### config.mk
export PLATFORM = sky130hd
export DESIGN_NAME = odd_down_counter
export DESIGN_NICKNAME = d
export VERILOG_FILES = /design/src/rtl/odd_down_counter.sv
export SDC_FILE = /design/constraint.sdc
export NUM_CORES = 1
export LEC_CHECK = 0
export BUFFER_PORTS_ARGS = -buffer_cell sky130_fd_sc_hd__buf_2
export CAP_MARGIN = 20
export CORE_AREA = 2 2 39 41
export CTS_CLUSTER_SIZE = 8
export DETAILED_ROUTE_END_ITERATION = 16
export DIE_AREA = 0 0 41 43
export PLACE_DENSITY = 0.66
export RECOVER_POWER = 100
export SYNTH_ARGS = -nofsm -noshare
export SYNTH_HDL_FRONTEND = slang
export SYNTH_SLANG_ARGS = --single-unit
### constraint.sdc
create_clock -name clk -period 3.6 [get_ports clk]
set_clock_uncertainty 0.05 [all_clocks]
set_input_delay 0.54 -clock clk [delete_from_list [all_inputs] [get_ports clk]]
set_output_delay 0.54 -clock clk [all_outputs]
set_load 0.01 [all_outputs]
### src/rtl/odd_down_counter.sv
`default_nettype none
// ============================================================================
//  Module   : odd_down_counter
//  Purpose  : Odd-value down counter. Steps TOP, TOP-2, ..., 3, 1 where
//             TOP = 2**WIDTH-1, then either wraps back to TOP (free-running)
//             or parks at 1 (one-shot). Adds count enable, parallel load,
//             a registered one-cycle terminal-count pulse and a busy flag.
//  Revision : 1.0  initial release
// ----------------------------------------------------------------------------
//  Parameters
//    WIDTH     counter width in bits, legal range 2..16 (default 4)
//  Ports
//    clk       in   1      rising-edge clock
//    clear     in   1      asynchronous active-low reset
//    en        in   1      count enable, one step per cycle while high
//    load      in   1      synchronous load strobe, wins over en
//    load_val  in   WIDTH  load value, LSB forced to 1 when loaded
//    oneshot   in   1      1: stop at 1 (DONE), 0: wrap 1 -> TOP
//    Cout      out  WIDTH  current count (registered)
//    tc        out  1      terminal-count pulse (registered, one cycle)
//    busy      out  1      high while the FSM is in COUNT (registered)
//    wrap_cnt  out  8      saturating count of tc pulses
//                          (present only when ODD_DOWN_WRAP_CNT_EN is defined)
//  Configuration
//    ODD_DOWN_WRAP_CNT_EN  define to add the wrap_cnt output and its counter
// ============================================================================
module odd_down_counter #(
  parameter int WIDTH = 4
) (
  input  logic             clk,
  input  logic             clear,
  input  logic             en,
  input  logic             load,
  input  logic [WIDTH-1:0] load_val,
  input  logic             oneshot,
  output logic [WIDTH-1:0] Cout,
  output logic             tc,
  output logic             busy
`ifdef ODD_DOWN_WRAP_CNT_EN
  ,
  output logic [7:0]       wrap_cnt
`endif
);

  // --------------------------------------------------------------------------
  // Constants
  // --------------------------------------------------------------------------
  localparam logic [WIDTH-1:0] c_TOP = {WIDTH{1'b1}};
  localparam logic [WIDTH-1:0] c_ONE = WIDTH'(1);
  localparam logic [WIDTH-1:0] c_TWO = WIDTH'(2);

  localparam logic [1:0] c_IDLE  = 2'd0;
  localparam logic [1:0] c_COUNT = 2'd1;
  localparam logic [1:0] c_DONE  = 2'd2;

  // --------------------------------------------------------------------------
  // Registers and their next-state values
  // --------------------------------------------------------------------------
  logic [1:0]       state_q, state_d;
  logic [WIDTH-1:0] cout_q,  cout_d;
  logic             tc_q,    tc_d;
  logic             busy_q,  busy_d;

  logic             w_is_one;
  logic             w_is_odd;
  logic             w_can_step;

  assign w_is_one   = (cout_q == c_ONE);
  assign w_is_odd   = cout_q[0];
  // Only IDLE and COUNT advance on en; DONE ignores it, and an unencoded
  // state is treated as not counting until it recovers.
  assign w_can_step = en && ((state_q == c_IDLE) || (state_q == c_COUNT));

  // --------------------------------------------------------------------------
  // State register (also holds the registered outputs)
  // --------------------------------------------------------------------------
  always_ff @(posedge clk or negedge clear) begin
    if (!clear) begin
      state_q <= c_IDLE;
      cout_q  <= c_TOP;
      tc_q    <= 1'b0;
      busy_q  <= 1'b0;
    end else begin
      state_q <= state_d;
      cout_q  <= cout_d;
      tc_q    <= tc_d;
      busy_q  <= busy_d;
    end
  end

  // --------------------------------------------------------------------------
  // Next-state logic
  // --------------------------------------------------------------------------
  always_comb begin
    state_d = state_q;
    if (load) begin
      state_d = c_COUNT;
    end else begin
      case (state_q)
        c_IDLE, c_COUNT: begin
          if (en) begin
            // oneshot matters only on the step out of 1; an even (corrupt)
            // count is reloaded to TOP and keeps counting.
            if (w_is_odd && w_is_one && oneshot) begin
              state_d = c_DONE;
            end else begin
              state_d = c_COUNT;
            end
          end
        end
        c_DONE: begin
          state_d = c_DONE;
        end
        default: begin
          state_d = c_IDLE;
        end
      endcase
    end
  end

  // --------------------------------------------------------------------------
  // Output / datapath logic
  // --------------------------------------------------------------------------
  always_comb begin
    cout_d = cout_q;
    tc_d   = 1'b0;
    if (load) begin
      cout_d = load_val | c_ONE;
    end else if (w_can_step) begin
      if (!w_is_odd) begin
        // Even value can only come from an upset; resynchronise to TOP.
        cout_d = c_TOP;
      end else if (w_is_one) begin
        tc_d   = 1'b1;
        cout_d = oneshot ? c_ONE : c_TOP;
      end else begin
        // Count is odd and at least 3 here, so no underflow is possible.
        cout_d = cout_q - c_TWO;
      end
    end
    busy_d = (state_d == c_COUNT);
  end

  assign Cout = cout_q;
  assign tc   = tc_q;
  assign busy = busy_q;

`ifdef ODD_DOWN_WRAP_CNT_EN
  // --------------------------------------------------------------------------
  // Saturating wrap counter. Advances on the same edge that raises tc, so it
  // already includes the pulse currently shown on tc. Only clear resets it.
  // --------------------------------------------------------------------------
  logic [7:0] wrap_cnt_q;

  always_ff @(posedge clk or negedge clear) begin
    if (!clear) begin
      wrap_cnt_q <= 8'd0;
    end else if (tc_d && (wrap_cnt_q != 8'hFF)) begin
      wrap_cnt_q <= wrap_cnt_q + 8'd1;
    end
  end

  assign wrap_cnt = wrap_cnt_q;
`else
  // Wrap counter not built: no extra port and no extra state.
`endif

endmodule
`default_nettype wire

Word-level counts from Yosys, hierarchy flattened --
Cells that the tools add are included.
Storage, ports and cells: register bits 8, output and inout bits 6
Operators by class: add/subtract/negate cells 1, equal/unequal tests 4, mux-type cells 13, reduce and logical (&&, ||, !) cells 7
Operator list (count):
- 4-bit two-way mux | 5
- 2-bit two-way mux | 3
- 2-bit by 1-bit == test with 1-bit output (second input constant) | 2
- 4-bit by 1-bit == test with 1-bit output (second input constant) | 1
- 1-bit two-way mux | 4
- 2-bit one-hot mux with 2 select lines | 1
- 4-bit by 2-bit subtractor with 4-bit output (second input constant) | 1
- 1-bit logical AND | 3
- 2-bit == test (second input constant) | 1
- 2-bit zero test | 1
- 2-bit nonzero test | 1
- 2-bit OR reduction | 1
- 1-bit logical OR | 1

Logic depth before layout (Yosys ltp) --
Gate-level depths: netlist of the first run.
depth after elaboration 8, mapped depth 5, gate-level depth less buffers 5

Worst setup path before layout of the first run --
OpenSTA, ideal clock, no wires.
path type flip-flop to flip-flop, from register cout_q[1] (netlist: Cout[1]), to register cout_q[2] (netlist: Cout[2]), setup time 0.061 ns, data arrival time 1.233 ns, data required time 3.489 ns, slack 2.256 ns, cell stages (with the launch flop) 5, buffers on the path 0, cell sequence dfstp_2 inv_1 ha_1 o2111ai_1 a22o_1
On the way: word-level cells in the longest chain between the ends 5, elaborated cells on any way between the ends 6
Ends and longest elaborated chain:
- from (decl) | line 60 | logic [WIDTH-1:0] cout_q, cout_d;
- from (signal assigned) | line 80 | cout_q <= c_TOP;
- from (signal assigned) | line 85 | cout_q <= cout_d;
- 4-bit by 2-bit subtractor with 4-bit output / 4-bit by 1-bit == test with 1-bit output (equally long branches) | line 138, 68
- 4-bit two-way mux * | line 133 | end else if (w_is_one) begin
- 4-bit two-way mux * | line 130 | if (!w_is_odd) begin
- 4-bit two-way mux * | line 129 | end else if (w_can_step) begin
- 4-bit two-way mux * | line 127 | if (load) begin
Every way passes the cells marked *; elsewhere a longest branch is shown, timed or not. The select of a mux whose other input is x is not followed. A chain may end at the register's enable or synchronous reset.

Final worst setup path of the first run --
from register cout_q[0] (netlist: Cout[0]), to register state_q[0]
On the way: word-level cells in the longest chain between the ends 7
Ends and longest elaborated chain:
- 4-bit by 1-bit == test with 1-bit output | line 68 | assign w_is_one = (cout_q == c_ONE);
- 1-bit logical AND * (2 in series) | line 104 | if (w_is_odd && w_is_one && oneshot) begin
- 2-bit two-way mux * | line 104
- 2-bit two-way mux * | line 101 | if (en) begin
- 2-bit one-hot mux with 2 select lines * | line 99 | case (state_q)
- 2-bit two-way mux * | line 96 | if (load) begin
- via state_d[0] | line 59 | logic [1:0] state_q, state_d;
- to (signal assigned) | line 79 | state_q <= c_IDLE;
- to (signal assigned) | line 84 | state_q <= state_d;
- to (decl) | line 59
Mark *: on every way through the listed nets, which the timed path passes. The rest lies on a longest branch.

==> impl_metrics.env, run 1 <==
export IMPL_finalSetupViolCount=0
export IMPL_timing_final_crit_share_pct=46.7
export IMPL_syn_inst=39
export IMPL_min_period_ns=1.68
export IMPL_drc=0
export IMPL_critPathLaunchType="flop"
export IMPL_drt_initial_drc_count=6
export IMPL_grt_pass1_wl_mm=1.60
export IMPL_critical_path_class="flop to flop"
export IMPL_cts_tree="built"
export IMPL_nets=67
export IMPL_wl_per_cell_um=12.8
export IMPL_dr_pass1_iters=4
export IMPL_post_cts_buffers=0
export IMPL_pre_cts_slack_ns=2.06
export IMPL_routed_wl_um=923
export IMPL_clk_insertion_delay_late_ns=0.25
export IMPL_cts_root_buf="clkbuf_4"
export IMPL_cts_resized=0
export IMPL_ant_nets=0
export IMPL_gp_congestion=0.769
export IMPL_path_buf_inv=0
export IMPL_antenna_found_initial=0
export IMPL_core_um2=1380
export IMPL_num_rows=14
export IMPL_grt_pass1_vias=372
export IMPL_area_growth_pct=22.6
export IMPL_ir_worst_vdd_uv=189
export IMPL_cp_end_kind="flop"
export IMPL_cts_buffer_depth=2
export IMPL_htreeDepth=1
export IMPL_postCtsHoldBufs=0
export IMPL_slew_viol_final=0
export IMPL_crit_slowest_cell="dfstp_1"
export IMPL_leakage_nw=0.224
export IMPL_drive_above_1_share_pct=26.8
export IMPL_ys_types=27
export IMPL_fillers=140
export IMPL_post_dp_hpwl_um=690
export IMPL_hold_viol=0
export IMPL_crit_path_cell_trace="nor4b_1 -> a311o_1 -> nand2_1"
export IMPL_power_density_nw_per_um2=453
export IMPL_path_clk_slew_ns=0.06
export IMPL_worstMarginPinSlew_ns=0.667
export IMPL_drv_cap=0
export IMPL_fp_dieH_um=43
export IMPL_min_path_type="input pin to async pin"
export IMPL_power_uw=242
export IMPL_start_util_pct=31.6
export IMPL_num_vias=370
export IMPL_relSlewSlack_pct=54.9
export IMPL_rsz0062_at_grt="false"
export IMPL_synth_seq_cells=8
export IMPL_path_max_fanout=6
export IMPL_grt_use_total_pct=13.2
export IMPL_grt_overflow_total=0
export IMPL_synth_nets=49
export IMPL_setup_tns_ns=0
export IMPL_die_w_um=41
export IMPL_portBuffers=13
export IMPL_required_ns=3.69
export IMPL_fmax_mhz=595
export IMPL_synth_seq_area_share_pct=47.0
export IMPL_grt_max_degree=9
export IMPL_setup_ws_ns=1.92
export IMPL_cts_num_sinks=8
export IMPL_via_per_inst=5.14
export IMPL_cpPeakStageDelay_ns=0.61
export IMPL_cts_buffers=3
export IMPL_mappedNetlistArea_um2=437
export IMPL_yosys_warnings=0
export IMPL_postSynthAreaPerCell_um2=11.2
export IMPL_ioPinCount=15
export IMPL_dieArea_um2=1760
export IMPL_status="completed"
export IMPL_path_delay_family="simple AND/OR/NAND/NOR gates"
export IMPL_arrival_ns=1.77
export IMPL_diodes=0
path summary, 6_finish.rpt:
check	depth (start not counted)	startpoint	slack, ns	to
min in group clk	2	state_q[0]$_DFF_PN0_	0.49	state_q[1]$_DFF_PN0_
setup / recovery	3	Cout[0]$_DFFE_PN1P_	1.92	state_q[0]$_DFF_PN0_
hold reg to reg	2	state_q[0]$_DFF_PN0_	0.49	state_q[1]$_DFF_PN0_
setup reg to reg	3	Cout[0]$_DFFE_PN1P_	1.92	state_q[0]$_DFF_PN0_
hold / removal	1	clear	0.15	state_q[1]$_DFF_PN0_
max in group asynchronous	1	clear	3.02	Cout[1]$_DFFE_PN1P_
layout make-up:
type	instances	area [um^2]	share of cell area, %
Clock buffer	4	26.3	4.91
Multi-Input combinational cell	28	214	40.0
Timing Repair Buffer	13	58.8	11.0
Inverter	3	11.3	2.10
Tap cell	16	20.0	3.74
Sequential cell	8	205	38.3
Yosys cell counts:
cell,number,area [um^2]
nor3b_1,1,7.51
a311o_1,1,10.0
nand2_1,2,7.51
ha_1,1,12.5
dfrtp_1,4,100
inv_1,2,7.51
and3_1,1,6.26
o22ai_1,1,6.26
o2111a_1,1,11.3
nand4b_1,1,8.76
nor2_1,3,11.3
o21bai_1,1,7.51
mux2_2,1,11.3
nor2b_1,2,12.5
a21oi_1,1,5.00
o211a_1,1,10.0
mux2i_1,1,10.0
nand2b_1,1,6.26
inv_2,1,3.75
a22o_1,1,8.76
dfstp_2,4,105
o2bb2ai_1,2,17.5
or3_1,1,6.26
o2111ai_1,1,8.76
nand2b_2,1,8.76
or4_4,1,11.3
nor4b_2,1,15.0
per-stage QoR:
stage | std cells | utilization, % | hold WS, ns | cell area, um^2
floorplan | 39 | - | 0.194 | 437
global placement | 68 | 37.7 | 0.336 | 522
detailed placement | 68 | 37.7 | 0.340 | 522
CTS | 72 | 39.6 | 0.0676 | 548
global route | 72 | 38.7 | 0.171 | 536
finish | 72 | 38.7 | 0.146 | 536
placed cells by master (no fill, tap or decap), types with 2 or more instances in the layout:
master	count
dfrtp_1	4
o2bb2ai_1	2
buf_2	8
nor2_1	3
clkbuf_1	6
clkbuf_4	3
dfstp_1	4
nand2_1	2
inv_1	2
nor2b_1	2
sequential cells by signal, indices dropped and copies added, names as in the netlist:
signal   count
busy         1
state_q      2
Cout         4
tc           1
layer usage:
layer | global-route usage (%) | wire [um]
met3 | 3.14 | 38
met5 | 0 | 0
met2 | 18.8 | 428
met4 | 6.00 | 0
met1 | 18.3 | 457
kinds of logic (layout without fill, tap and decap cells):
| logic type | count (synthesis) | after routing | synth area share, % |
|---|---|---|---|
| simple gates | 15 | 15 | 23.2 |
| buf+inv | 3 | 20 | 2.58 |
| fa+ha+maj | 1 | 1 | 2.86 |
| mux | 2 | 2 | 4.87 |
| compound gates | 10 | 10 | 19.5 |
| flops | 8 | 8 | 47.0 |
power by group:
part / switching, mW / leakage, nW / internal [mW]
Sequential: 0.0132 / 0.0847 / 0.102
Combinational: 0.0277 / 0.124 / 0.0278
Clock: 0.0295 / 0.0150 / 0.0423
(Power assumes the default switching activity.)
==> inputs of run 2 (changes only) <==
--- a/config.mk
+++ b/config.mk
@@ -11,7 +11,7 @@
 export CTS_CLUSTER_SIZE = 8
 export DETAILED_ROUTE_END_ITERATION = 16
 export DIE_AREA = 0 0 41 43
-export PLACE_DENSITY = 0.66
+export PLACE_DENSITY = 0.68
 export RECOVER_POWER = 100
 export SYNTH_ARGS = -nofsm -noshare
 export SYNTH_HDL_FRONTEND = slang
==> constraint.sdc (replaced) <==
create_clock -name clk -period 1.4 [get_ports clk]
set_clock_uncertainty 0.05 [all_clocks]
set_input_delay 0.21 -clock clk [delete_from_list [all_inputs] [get_ports clk]]
set_output_delay 0.21 -clock clk [all_outputs]
set_load 0.01 [all_outputs]
==> impl_metrics.env, run 2 (synthesized netlist as in run 1, its figures left out) <==
export IMPL_fp_dieH_um=43
export IMPL_ioPinCount=15
export IMPL_leakage_nw=0.245
export IMPL_grt_max_degree=9
export IMPL_relSlewSlack_pct=70.3
export IMPL_slew_viol_final=0
export IMPL_finalNonFillerCells=75
export IMPL_gp_congestion=0.843
export IMPL_ant_nets=0
export IMPL_grt_use_total_pct=13.8
export IMPL_cts_resized=0
export IMPL_timing_hold_ws_ns=0.159
export IMPL_crit_path_cell_trace="clkbuf_4 -> buf_2"
export IMPL_cts_buffers=3
export IMPL_min_path_type="input pin to flop"
export IMPL_drv_cap=0
export IMPL_timing_final_crit_share_pct=98.1
export IMPL_area_growth_pct=30.1
export IMPL_die_w_um=41
export IMPL_fmax_mhz=728
export IMPL_dieArea_um2=1760
export IMPL_path_delay_family="flip-flops"
export IMPL_comb_power_share_pct=24.5
export IMPL_cp_end_kind="output port"
export IMPL_crit_slowest_cell="dfstp_2"
export IMPL_power_uw=636
export IMPL_seq_power_share_pct=47.5
export IMPL_htreeDepth=1
export IMPL_regArea_um2=205
export IMPL_cts_buffer_depth=2
export IMPL_grt_pass1_vias=373
export IMPL_via_per_inst=5.15
export IMPL_setup_tns_ns=0
export IMPL_num_vias=386
export IMPL_grt_pass1_wl_mm=1.55
export IMPL_arrival_ns=1.11
export IMPL_start_util_pct=31.6
export IMPL_dr_pass1_iters=2
export IMPL_ir_worst_vdd_uv=332
export IMPL_min_period_ns=1.37
export IMPL_drt_initial_drc_count=1
export IMPL_post_dp_hpwl_um=723
export IMPL_portBuffers=13
export IMPL_status="completed"
export IMPL_fillers=157
export IMPL_final_cell_mix="buf_2, clkbuf_1, dfstp_2, dfrtp_1, clkbuf_4"
export IMPL_path_buf_inv=2
export IMPL_worstMarginPinSlew_ns=0.446
export IMPL_nets=71
export IMPL_core_um2=1380
export IMPL_drive_above_1_share_pct=39.0
export IMPL_cts_root_buf="clkbuf_4"
export IMPL_routed_wl_um=959
export IMPL_path_max_fanout=5
export IMPL_cpPeakStageDelay_ns=0.58
export IMPL_multi_input_area_um2=220
export IMPL_cts_tree="built"
export IMPL_path_clk_slew_ns=0.06
export IMPL_grt_overflow_total=0
export IMPL_largest_reg_flops=4
export IMPL_critical_path_class="flop to output port"
export IMPL_hold_viol=0
export IMPL_power_density_nw_per_um2=1120
export IMPL_num_rows=14
export IMPL_p_int_uw=447
export IMPL_diodes=0
export IMPL_required_ns=1.14
export IMPL_critPathLaunchType="flop"
export IMPL_cts_num_sinks=8
export IMPL_p_sw_uw=188
export IMPL_clockPowerShare_pct=28.1
export IMPL_antenna_found_initial=0
export IMPL_swShare_pct=29.6
export IMPL_drc=0
export IMPL_rsz0062_at_grt="true"
export IMPL_clk_insertion_delay_late_ns=0.26
export IMPL_finalSetupViolCount=0
export IMPL_final_common_cell="buf_2"
export IMPL_place_inst=70
export IMPL_wl_per_cell_um=12.8
[run 2: through the flow]
step	util [%]	setup slack [ns]	area, um^2
2_1_floorplan	-	0.0562	437
3_3_place_gp	38.8	0.0284	537
3_5_place_dp	38.8	0.0198	537
4_1_cts	41.1	0.0127	569
5_1_grt	41.0	-0.0406	568
6_report	41.0	0.0271	568
[run 2: final cells by class]
class	count	area share, %
clock buffer	3	3.96
inverter	3	1.98
multi-input combinational	28	38.8
sequential	8	36.1
tap	16	3.52
timing repair buffer	17	15.6
[run 2: worst reg2reg max path, cell delays in order, from the launching register on]
cell	delay, ns
dfstp_2	0.52
nor4b_2	0.35
a311o_1	0.25
nand2_1	0.07
[run 2: power by group through the flow]
stage / logic, mW / registers, mW / clock network (mW)
after floorplan: 0.0859 / 0.310 / 0
after global placement: 0.148 / 0.305 / 0
after detailed placement: 0.151 / 0.306 / 0
after CTS: 0.153 / 0.303 / 0.184
after global routing: 0.177 / 0.308 / 0.206
final: 0.156 / 0.302 / 0.178
[run 2: what timing repair did]
| item | 4_1_cts | 5_1_grt |
|---|---|---|
| hold endpoints to repair | 8 | 0 |
| setup buffers | 0 | 1 |
| hold buffers | 1 | 0 |
| setup endpoints to repair | 0 | 4 |
[run 2: path summary, 6_finish.rpt]
path | depth (start not counted) | endpoint | startpoint | slack (ns)
setup / recovery | 2 | Cout[1] | Cout[1]$_DFFE_PN1P_ | 0.03
hold / removal | 2 | state_q[1]$_DFF_PN0_ | load | 0.16
setup reg to reg | 3 | busy$_DFF_PN0_ | Cout[0]$_DFFE_PN1P_ | 0.04
hold reg to reg | 1 | Cout[3]$_DFFE_PN1P_ | Cout[3]$_DFFE_PN1P_ | 0.48
max in group asynchronous | 2 | Cout[1]$_DFFE_PN1P_ | clear | 0.60
min in group asynchronous | 2 | state_q[0]$_DFF_PN0_ | clear | 0.35
[run 2: layer usage]
metal,GRT usage [%],vias to the layer above,wire length [um]
met3,4.71,2,57
li1,-,192,-
met5,0,-,0
met2,19.1,13,444
met1,16.8,179,436
met4,10.0,0,20
